$ cat config.mk
export PLATFORM = sky130hd
export DESIGN_NAME = cache_subsystem
export DESIGN_NICKNAME = d
export VERILOG_FILES = /design/src/rtl/cache_subsystem.sv
export SDC_FILE = /design/constraint.sdc
export NUM_CORES = 2
export LEC_CHECK = 0
export BUFFER_PORTS_ARGS = -buffer_cell sky130_fd_sc_hd__buf_2
export CORE_UTILIZATION = 57
export DETAILED_ROUTE_END_ITERATION = 8
export PLACE_DENSITY_LB_ADDON = 0.08
export SLEW_MARGIN = 10
export SYNTH_ARGS = -nofsm -noshare
export SYNTH_HDL_FRONTEND = slang
export SYNTH_SLANG_ARGS = --single-unit
$ cat constraint.sdc
create_clock -name clk -period 9.4 [get_ports clk]
set_input_delay 2.35 -clock clk [delete_from_list [all_inputs] [get_ports clk]]
set_output_delay 2.35 -clock clk [all_outputs]
set_load 0.01 [all_outputs]
$ cat src/rtl/cache_subsystem.sv
// Set-associative (1- or 2-way) write-back / write-allocate cache with single-word lines,
// a valid/ready request port, a done-pulse RAM port and saturating hit/miss counters.
module cache_subsystem #(
    parameter int ADDR_WIDTH = 32,
    parameter int DATA_WIDTH = 32,
    parameter int SETS       = 16,
    parameter int WAYS       = 2,
    parameter int CNT_WIDTH  = 16
) (
    input  logic                  clk,
    input  logic                  reset,
    input  logic                  req_valid,
    output logic                  req_ready,
    input  logic                  req_write,
    input  logic [ADDR_WIDTH-1:0] req_addr,
    input  logic [DATA_WIDTH-1:0] req_wdata,
    output logic                  resp_valid,
    output logic [DATA_WIDTH-1:0] resp_rdata,
    output logic                  mem_read,
    output logic                  mem_write,
    output logic [ADDR_WIDTH-1:0] mem_addr,
    output logic [DATA_WIDTH-1:0] mem_wdata,
    input  logic [DATA_WIDTH-1:0] mem_rdata,
    input  logic                  mem_done,
    output logic [CNT_WIDTH-1:0]  hit_count,
    output logic [CNT_WIDTH-1:0]  miss_count
);
    localparam int INDEX_BITS = $clog2(SETS);
    localparam int TAG_BITS   = ADDR_WIDTH - INDEX_BITS;

    typedef enum logic [2:0] {
        S_IDLE, S_LOOKUP, S_WRITEBACK, S_REFILL, S_RESPOND
    } state_t;

    state_t                r_state;
    logic [ADDR_WIDTH-1:0] r_addr;
    logic                  r_write;
    logic [DATA_WIDTH-1:0] r_wdata;
    logic                  r_victim;
    logic                  r_reqReady;
    logic                  r_respValid;
    logic [DATA_WIDTH-1:0] r_respRdata;
    logic                  r_memRead;
    logic                  r_memWrite;
    logic [ADDR_WIDTH-1:0] r_memAddr;
    logic [DATA_WIDTH-1:0] r_memWdata;
    logic [CNT_WIDTH-1:0]  r_hitCnt;
    logic [CNT_WIDTH-1:0]  r_missCnt;

    // Storage always holds two ways; with WAYS=1 way 1 is never selected and is trimmed away.
    logic [TAG_BITS-1:0]   r_tag  [2][SETS];
    logic [DATA_WIDTH-1:0] r_data [2][SETS];
    logic [SETS-1:0]       r_valid [2];
    logic [SETS-1:0]       r_dirty [2];
    logic [SETS-1:0]       r_lru;

    logic [INDEX_BITS-1:0] w_index;
    logic [TAG_BITS-1:0]   w_tag;
    logic                  w_hit0;
    logic                  w_hit1;
    logic                  w_hit;
    logic                  w_hitWay;
    logic                  w_victim;
    logic                  w_victimDirty;
    logic                  w_touch;
    logic                  w_fill;
    logic                  w_way;
    logic [DATA_WIDTH-1:0] w_fillData;
    logic                  w_fillDirty;

    assign w_index       = r_addr[INDEX_BITS-1:0];
    assign w_tag         = r_addr[ADDR_WIDTH-1:INDEX_BITS];
    assign w_hit0        = r_valid[0][w_index] && (r_tag[0][w_index] == w_tag);
    assign w_hit1        = (WAYS == 2) && r_valid[1][w_index] && (r_tag[1][w_index] == w_tag);
    assign w_hit         = w_hit0 | w_hit1;
    assign w_hitWay      = !w_hit0;
    assign w_victim      = ((WAYS == 1) || !r_valid[0][w_index]) ? 1'b0 :
                           (!r_valid[1][w_index] ? 1'b1 : r_lru[w_index]);
    assign w_victimDirty = r_valid[w_victim][w_index] && r_dirty[w_victim][w_index];

    // Touch updates LRU only; fill also writes tag/data/valid/dirty into the chosen way.
    always_comb begin
        w_touch     = 1'b0;
        w_fill      = 1'b0;
        w_way       = r_victim;
        w_fillData  = r_wdata;
        w_fillDirty = 1'b1;
        case (r_state)
            S_LOOKUP: begin
                if (w_hit) begin
                    w_touch = 1'b1;
                    w_fill  = r_write;
                    w_way   = w_hitWay;
                end else if (!w_victimDirty && r_write) begin
                    w_touch = 1'b1;
                    w_fill  = 1'b1;
                    w_way   = w_victim;
                end
            end
            S_WRITEBACK: begin
                if (mem_done && r_write) begin
                    w_touch = 1'b1;
                    w_fill  = 1'b1;
                end
            end
            S_REFILL: begin
                if (mem_done) begin
                    w_touch     = 1'b1;
                    w_fill      = 1'b1;
                    w_fillData  = mem_rdata;
                    w_fillDirty = 1'b0;
                end
            end
            default: ;
        endcase
    end

    always_ff @(posedge clk) begin
        if (reset) begin
            r_valid[0] <= '0;
            r_valid[1] <= '0;
            r_dirty[0] <= '0;
            r_dirty[1] <= '0;
            r_lru      <= '0;
        end else begin
            if (w_touch) r_lru[w_index] <= ~w_way;
            if (w_fill) begin
                r_tag[w_way][w_index]   <= w_tag;
                r_data[w_way][w_index]  <= w_fillData;
                r_valid[w_way][w_index] <= 1'b1;
                r_dirty[w_way][w_index] <= w_fillDirty;
            end
        end
    end

    // Control FSM; every port output is a register updated alongside the state.
    always_ff @(posedge clk) begin
        if (reset) begin
            r_state     <= S_IDLE;
            r_addr      <= '0;
            r_write     <= 1'b0;
            r_wdata     <= '0;
            r_victim    <= 1'b0;
            r_reqReady  <= 1'b1;
            r_respValid <= 1'b0;
            r_respRdata <= '0;
            r_memRead   <= 1'b0;
            r_memWrite  <= 1'b0;
            r_memAddr   <= '0;
            r_memWdata  <= '0;
            r_hitCnt    <= '0;
            r_missCnt   <= '0;
        end else begin
            r_respValid <= 1'b0;
            case (r_state)
                S_IDLE: begin
                    if (req_valid) begin
                        r_addr     <= req_addr;
                        r_write    <= req_write;
                        r_wdata    <= req_wdata;
                        r_reqReady <= 1'b0;
                        r_state    <= S_LOOKUP;
                    end
                end
                S_LOOKUP: begin
                    if (w_hit) begin
                        if (r_hitCnt != '1) r_hitCnt <= r_hitCnt + 1'b1;
                        if (!r_write) r_respRdata <= r_data[w_hitWay][w_index];
                        r_respValid <= 1'b1;
                        r_state     <= S_RESPOND;
                    end else begin
                        if (r_missCnt != '1) r_missCnt <= r_missCnt + 1'b1;
                        r_victim <= w_victim;
                        if (w_victimDirty) begin
                            r_memWrite <= 1'b1;
                            r_memAddr  <= {r_tag[w_victim][w_index], w_index};
                            r_memWdata <= r_data[w_victim][w_index];
                            r_state    <= S_WRITEBACK;
                        end else if (!r_write) begin
                            r_memRead <= 1'b1;
                            r_memAddr <= r_addr;
                            r_state   <= S_REFILL;
                        end else begin
                            r_respValid <= 1'b1;
                            r_state     <= S_RESPOND;
                        end
                    end
                end
                S_WRITEBACK: begin
                    if (mem_done) begin
                        r_memWrite <= 1'b0;
                        if (r_write) begin
                            r_respValid <= 1'b1;
                            r_state     <= S_RESPOND;
                        end else begin
                            r_memRead <= 1'b1;
                            r_memAddr <= r_addr;
                            r_state   <= S_REFILL;
                        end
                    end
                end
                S_REFILL: begin
                    if (mem_done) begin
                        r_memRead   <= 1'b0;
                        r_respRdata <= mem_rdata;
                        r_respValid <= 1'b1;
                        r_state     <= S_RESPOND;
                    end
                end
                S_RESPOND: begin
                    r_reqReady <= 1'b1;
                    r_state    <= S_IDLE;
                end
                default: r_state <= S_IDLE;
            endcase
        end
    end

    assign req_ready  = r_reqReady;
    assign resp_valid = r_respValid;
    assign resp_rdata = r_respRdata;
    assign mem_read   = r_memRead;
    assign mem_write  = r_memWrite;
    assign mem_addr   = r_memAddr;
    assign mem_wdata  = r_memWdata;
    assign hit_count  = r_hitCnt;
    assign miss_count = r_missCnt;
endmodule
# Word level (Yosys, flattened, before mapping)
# Memories as Yosys holds them, arrays and structs flattened.
# Cells that the tools add are included.
[word_totals]
reg_bits = 217
mem_bits_rw = 1984
n_memories = 4
[memory_table]
columns = ["memory", "depth", "word_bits", "read_ports", "rd_clocked_by_memory_dff", "write_ports", "line_no", "text"]
rows = [
  ["r_data", 2, 512, 2, 0, 1, "52", "logic [DATA_WIDTH-1:0] r_data [2][SETS];"],
  ["r_tag", 2, 448, 3, 0, 1, "51", "logic [TAG_BITS-1:0] r_tag [2][SETS];"],
  ["r_dirty", 2, 16, 1, 0, 2, "54", "logic [SETS-1:0] r_dirty [2];"],
  ["r_valid", 2, 16, 3, 0, 2, "53", "logic [SETS-1:0] r_valid [2];"],
]
[op_classes]
n_addsub = 2
order_cmp = 4
eq_ne = 16
n_mux = 93
bitwise_logic = 4
n_reduce_logical = 27
[ops]
columns = ["cell", "n"]
rows = [
  ["512-bit 2-to-1 mux", 1],
  ["32-bit 2-to-1 mux", 14],
  ["448-bit 2-to-1 mux", 1],
  ["28-bit binary-select mux with 4-bit select", 3],
  ["32-bit binary-select mux with 4-bit select", 2],
  ["28-bit 2-to-1 mux", 7],
  ["32-bit demux with 4-bit select", 1],
  ["32-bit one-hot mux with 2 select lines", 2],
  ["28-bit demux with 4-bit select", 1],
  ["16-bit 2-to-1 mux", 5],
  ["28-bit == test", 2],
  ["1-bit 2-to-1 mux", 36],
  ["16-bit by 1-bit adder with 16-bit output (second input constant)", 2],
  ["16-bit != test (second input constant)", 2],
  ["16-bit OR reduction", 2],
  ["1-bit binary-select mux with 4-bit select", 5],
  ["3-bit 2-to-1 mux", 6],
  ["16-bit bitwise mux", 1],
  ["2-bit != test (second input constant)", 8],
  ["3-bit AND reduction", 5],
  ["1-bit one-hot mux with 3 select lines", 4],
  ["3-bit one-hot mux with 4 select lines", 1],
  ["4-bit AND reduction", 2],
  ["1-bit logical AND", 7],
  ["18 further kinds", 26],
]

# Logic depth before layout (Yosys ltp)
# An unclocked memory read counts as a cell.
[depth]
depth_word = 18
mapped_depth = 21
depth_no_buf = 12

# Worst setup path after synthesis
# OpenSTA, ideal clock, no wires.
[synth_path]
path_type = "flip-flop to flip-flop"
from = "register r_addr[1]"
to = "memory r_dirty[0][10] (enable)"
setup_time_ns = 0.312
t_arrival_ns = 8.817
required_ns = 9.087
path_slack_ns = 0.270
stages_incl_launch_ff = 18
period_less_slack_ns = 9.130
path_cell_list = "dfxtp_1 -> buf_4 -> buf_6 -> buf_6 -> buf_2 -> mux4_2 -> mux4_2 -> a21oi_2 -> buf_6 -> mux4_2 -> mux2i_1 -> a22oi_2 -> a211oi_1 -> o21ai_0 -> o21ai_2 -> clkbuf_2 -> nor3b_1 -> or2_2"
[synth_rtl]
columns = ["item", "line_no", "text"]
rows = [
  ["start: declaration", "36", "logic [ADDR_WIDTH-1:0] r_addr;"],
  ["start signal: assignment", "158", "r_addr <= req_addr;"],
  ["end: declaration", "54", ""],
]

# Worst setup path after layout
[layout_path]
from = "register r_addr[3]"
to = "memory r_data[1][45] in the netlist's numbering (enable)"
[layout_via]
elab_chain_cells = 16
[layout_rtl]
columns = ["item", "line_no", "text"]
rows = [
  ["1-bit binary-select mux with 4-bit select, on equally long branches", "78, 74", ""],
  ["1-bit 2-to-1 mux, on equally long branches", "78, 74", ""],
  ["1-bit 2-to-1 mux", "78", "(!r_valid[1][w_index] ? 1'b1 : r_lru[w_index]);"],
  ["1-bit 2-to-1 mux", "77", "assign w_victim = ((WAYS == 1) || !r_valid[0][w_index]) ? 1'b0 :"],
  ["memory read 2 x 16 bit, on equally long branches", "n/a", ""],
  ["1-bit binary-select mux with 4-bit select", "79", "assign w_victimDirty = r_valid[w_victim][w_index] && r_dirty[w_victim][w_index];"],
  ["1-bit 2-to-1 mux (implied by the code)", "79", ""],
  ["1-bit logical AND", "79", ""],
  ["1-bit logical NOT", "94", "end else if (!w_victimDirty && r_write) begin"],
  ["1-bit logical AND", "94", ""],
  ["1-bit 2-to-1 mux", "94", ""],
  ["1-bit 2-to-1 mux", "90", "if (w_hit) begin"],
  ["1-bit one-hot mux with 3 select lines", "88", "case (r_state)"],
  ["1-bit 2-to-1 mux", "127", "if (w_fill) begin"],
  ["1-bit 2-to-1 mux", "119", "if (reset) begin"],
  ["512-bit 2-to-1 mux (implied by the code)", "129", "r_data[w_way][w_index] <= w_fillData;"],
  ["end: declaration", "52", ""],
]
# Several ways; a longest one is shown, not always the timed one. The select of a mux whose other input is x is not followed.

==> out/metrics.sh <==
OUTCOME='complete, no violations'
SYN_AREA_UM2=100000
SYNTH_FF_TYPE='sky130_fd_sc_hd__edfxtp_1'
ROOT_BUFFER_CELL='sky130_fd_sc_hd__clkbuf_16'
REG2REG_FROM='r_addr[3]$_SDFFE_PP0P_'
FILLERINSTANCES=12800
WORST_SETUP_HOLD_PATH_CLK_SLEW_NS=0.06
GRT_MAX_DEGREE=165
NUMBER_OF_VIAS_PER_CELL_AFTER_DETAILED_ROUTING=6.65
SLEW_HR=0.142
CRITPATHARRIVALTIME_NS=8.08
HTREE_LEVELS=4
SETUP_SLACK_REG_TO_REG_NS=1.79
WORST-PATH-STAGES=15
POWER.SWITCHING_uW=6390
R2R_CELLS=15
FIRST_GLOBAL_VIAS=65000
POWER_FRAC_SEQ=0.471
DIE_H_UM=421
SYNTH_ENABLE_FLOP_CELLS=1952
DESIGN.DIE.AREA_UM2=177000
P_SW_FRAC=0.271
SYNTHTOPCELLSBYAREA='sky130_fd_sc_hd__edfxtp_1, sky130_fd_sc_hd__mux2i_1, sky130_fd_sc_hd__mux4_2'
SETUP_TOTAL_NEGATIVE_SLACK_NS=0
SETUP_WS_NS=1.79
CORE_AREA_UM2=174000
YOSYS.CELL_TYPES.COUNT=80
SYNTHESIS.YOSYS.WARNINGS=0
AREA_DELTA_SYNTH_FINAL_PCT=11.0
MAX-CAP-VIOLATIONS=0
DETAIL_ROUTE.WIRELENGTH_UM=317000
PLACEMENT.SETUP.WORST_SLACK_NS=1.84
FIN_TOTAL_PWR_uW=23600
CTS-BUFFERS-INSERTED=223
DIE_X_UM=421
SYNTH_SEQ_AREA_SHARE=0.635
YOSYS.AREA.TOP_TYPE_SHARE=0.585
PORT_BUFFER_COUNT=232
LAYOUT.CELLS.NON_FILLER=10100
RR_ENDPOINT='r_data[1][45]$_DFFE_PP_'
GRT_SETUP_UNREPAIRED='false'
YOSYS.AREA.TOP_TYPE='sky130_fd_sc_hd__edfxtp_1'
DRCVIOLATIONCOUNT=0
FINALCRITICALPERIOD_NS=7.61
DETAIL_ROUTE.ITER0.VIOLATIONS=9598
SYNTHARSTFLOPSHARE=0
FINALCLOCKSKEW_NS=0.0352
PORTION_OF_THE_CLOCK_CYCLE_CONSUMED_BY_THE_WORST_PATH_IN_THE_FINAL_LAYOUT=0.810
SYNTH.AVG_CELL_AREA_UM2=13.3
PIN_COUNT=233
CP-STARTPOINT='r_addr[3]$_SDFFE_PP0P_'
HOLDWS_NS=0.453
WORST-ENDPOINT-REQUIRED_NS=9.87
WORST_PATH_MOST_REPEATED_CELL='sky130_fd_sc_hd__buf_4'
P_INT_uW=17200
FINALNETCOUNT=7715
VIAS=67500
YS_FF_LATCH=2201
CRITPATHMAXSTAGEDELAY_NS=0.83
VDD_DROP_MAX_mV=0.225
STATIC-LEAKAGE-POWER_uW=0.0360
CLOCK_PATH_BUFFERS=3
CTS_HOLD_BUF=0
TIGHTEST_PIN_TRANSITION_NS=1.28
TRITONCTS_CLOCK_TREE='built'
CRITPATHMAXFANOUT=70
GR-USAGE-ALL-LAYERS=0.352
ANTENNA_FOUND_INITIAL=12
CTS_NUM_SINKS=2201
POWER_PER_CELL_AREA_nW_PER_UM2=212
ACHIEVABLE-FREQUENCY_GHz=0.131
CRITICAL_PATH.ENDPOINT='r_data[1][45]$_DFFE_PP_'
CLOCK_POWER_SHARE=0.373
COMB_POWER_SHARE=0.156
ENDPOINT_KIND='flip-flop'
WORSTHOLDPATHTYPE='flip-flop to flip-flop'
LAYOUT-DRIVE-GT1-SHARE=0.155
PLACE.DETAILED.INSTANCES=9712
CRIT_PATH_START_KIND='flip-flop'
FINAL_MAX_SLEW_VIOL_COUNT=0
GR-TOTAL-OVERFLOW=0
POST_DRT_WL_PER_CELL_UM=31.3
TIMING_WORST_SETUP_PATH_TYPE='flip-flop to flip-flop'
ROW_COUNT=153
WORST_PATH_DOMINANT_CELL_FAMILY='compound AO/OA/AOI/OAI gates'
SETUP_VIOL_COUNT_FINAL=0
CLKLATENCYLATEPIN_NS=0.88
ANTENNA_NETS_POST_ROUTE=0
FINAL_HOLD_VIOL_COUNT=0
POST-CTS-SETUP-BUFFERS=0
SYNTH_FP_NETS=7638
GLOBALPLACE.CONGESTION=0.911
DETAILED_PLACE_HPWL_UM=177000
DRT_PRE_ANTENNA_ITERS=8
GRT_FIRST_PASS_WIRELENGTH_UM=453000
CRITICAL_PATH.SLOWEST_CELL='sky130_fd_sc_hd__buf_4'
START_UTIL=0.575
CRITICAL_PATH_BUF_INV_COUNT=4
CTS.REPAIR.RESIZED=0
POSTSYNTHCELLCOUNT=7535
WORSTPATHCELLLIST='buf_4, nor2b_1, a22o_1, a221oi_1, a21o_4, mux2i_1, o211ai_1, a221oi_2, nand2_1, o311ai_4, buf_4, or2_1, buf_4, nor2_4, buf_4'
[sequential cells by signal, summed over array words and instances, names as in the netlist]
name,flops
hit_count,16
mem_addr,32
mem_read,1
mem_wdata,32
mem_write,1
miss_count,16
r_addr,32
r_data,1024
r_dirty,32
r_lru,16
r_state,3
r_tag,896
r_valid,32
r_victim,1
r_wdata,32
r_write,1
req_ready,1
resp_rdata,32
resp_valid,1
[per-stage QoR]
stage,utilization,instance area [µm²]
6_report,0.638,111000
5_1_grt,0.638,111000
4_1_cts,0.638,111000
3_5_place_dp,0.597,104000
3_3_place_gp,0.597,104000
2_1_floorplan,-,100000
[cells in the mapped netlist (14+ instances only)]
library cell and instances:
sky130_fd_sc_hd__edfxtp_1 1952, sky130_fd_sc_hd__nand2_1 1547, sky130_fd_sc_hd__mux2i_1 847, sky130_fd_sc_hd__a21oi_1 467, sky130_fd_sc_hd__clkbuf_1 358, sky130_fd_sc_hd__mux4_2 345, sky130_fd_sc_hd__nor2_1 266, sky130_fd_sc_hd__dfxtp_1 249
sky130_fd_sc_hd__o22ai_1 202, sky130_fd_sc_hd__nor4_1 199, sky130_fd_sc_hd__o21ai_0 152, sky130_fd_sc_hd__a211oi_1 114, sky130_fd_sc_hd__buf_2 112, sky130_fd_sc_hd__nor3_1 75, sky130_fd_sc_hd__inv_1 60, sky130_fd_sc_hd__xnor2_1 58
sky130_fd_sc_hd__buf_1 47, sky130_fd_sc_hd__buf_4 38, sky130_fd_sc_hd__nand3_1 37, sky130_fd_sc_hd__o22a_1 33, sky130_fd_sc_hd__o311a_1 33, sky130_fd_sc_hd__o21ai_1 30, sky130_fd_sc_hd__o31ai_1 27, sky130_fd_sc_hd__nor3b_1 25
sky130_fd_sc_hd__buf_6 20, sky130_fd_sc_hd__a22oi_1 18, sky130_fd_sc_hd__mux2_2 17, sky130_fd_sc_hd__or2_2 15, sky130_fd_sc_hd__nor2b_1 14, sky130_fd_sc_hd__o22ai_2 14, sky130_fd_sc_hd__xor2_1 14
[worst min path at each step]
stage | startpoint | end | slack, ns | depth (start not counted)
finish | resp_rdata[3]$_SDFFE_PP0P_ | resp_rdata[3]$_SDFFE_PP0P_ | 0.45 | 2
global route | resp_rdata[28]$_SDFFE_PP0P_ | resp_rdata[28]$_SDFFE_PP0P_ | 0.47 | 2
CTS | resp_rdata[27]$_SDFFE_PP0P_ | resp_rdata[27]$_SDFFE_PP0P_ | 0.45 | 2
detailed placement | resp_rdata[28]$_SDFFE_PP0P_ | resp_rdata[28]$_SDFFE_PP0P_ | 0.44 | 2
global placement | resp_rdata[25]$_SDFFE_PP0P_ | resp_rdata[25]$_SDFFE_PP0P_ | 0.44 | 2
floorplan | r_wdata[0]$_SDFFE_PP0P_ | r_wdata[0]$_SDFFE_PP0P_ | 0.44 | 2
[power by group through the flow]
stage | Sequential [µW] | Clock (µW) | Combinational, µW
after detailed placement | 11300 | 0 | 3620
final | 11100 | 8790 | 3680
after global placement | 11300 | 0 | 3580
after global routing | 11100 | 9220 | 3850
after CTS | 11100 | 8830 | 3630
after floorplan | 11300 | 0 | 2200
[tightest hold or removal path: cells and delay by family, from the launching register on]
kind / cells / cell delay (ns)
DFF: 1 / 0.31
and+or+nand+nor: 1 / 0.05
AOI/OAI and AO/OA: 1 / 0.05
[layout by cell type, fill, tap and decap left out, types with 59 or more instances in the layout]
master,n
sky130_fd_sc_hd__dfxtp_1,244
sky130_fd_sc_hd__mux4_2,345
sky130_fd_sc_hd__edfxtp_1,1952
sky130_fd_sc_hd__nand2_1,1541
sky130_fd_sc_hd__clkbuf_1,60
sky130_fd_sc_hd__a211oi_1,114
sky130_fd_sc_hd__clkbuf_16,227
sky130_fd_sc_hd__nor3_1,65
sky130_fd_sc_hd__o22ai_1,202
sky130_fd_sc_hd__nor2_1,249
sky130_fd_sc_hd__inv_1,59
sky130_fd_sc_hd__o21ai_0,152
sky130_fd_sc_hd__buf_2,231
sky130_fd_sc_hd__buf_4,162
sky130_fd_sc_hd__a21oi_1,467
sky130_fd_sc_hd__nor4_1,198
sky130_fd_sc_hd__mux2i_1,847
[metal layers]
layer / vias to the layer above / global-route usage / routed length, µm
li1: 28700 / - / -
met1: 34000 / 0.467 / 119000
met2: 3935 / 0.570 / 152000
met3: 743 / 0.0590 / 29500
met4: 8 / 0.169 / 16600
met5: - / 0 / 51
[cell type report]
| class | instances | area [µm²] | area share |
|---|---|---|---|
| well taps | 2325 | 2910 | 0.0262 |
| clock inverters | 117 | 1050 | 0.00941 |
| clock buffers | 305 | 6150 | 0.0554 |
| multi-input cells | 4696 | 34100 | 0.307 |
| inverters | 62 | 238 | 0.00214 |
| flip-flops and latches | 2201 | 63600 | 0.572 |
| diodes | 5 | 12.5 | 0.000113 |
| repair buffers | 428 | 3070 | 0.0276 |
[cell families after synthesis]
group | count (synthesis) | share of synthesized area
adder cells (fa/ha/maj) | 2 | 0.000250
AO/OA/AOI/OAI | 1168 | 0.0719
AND/OR/NAND/NOR | 2245 | 0.0942
buffers and inverters | 638 | 0.0282
flip-flops | 2201 | 0.635
XOR/XNOR | 72 | 0.00630
multiplexers | 1209 | 0.164
Power figures use the tool's default switching activity.
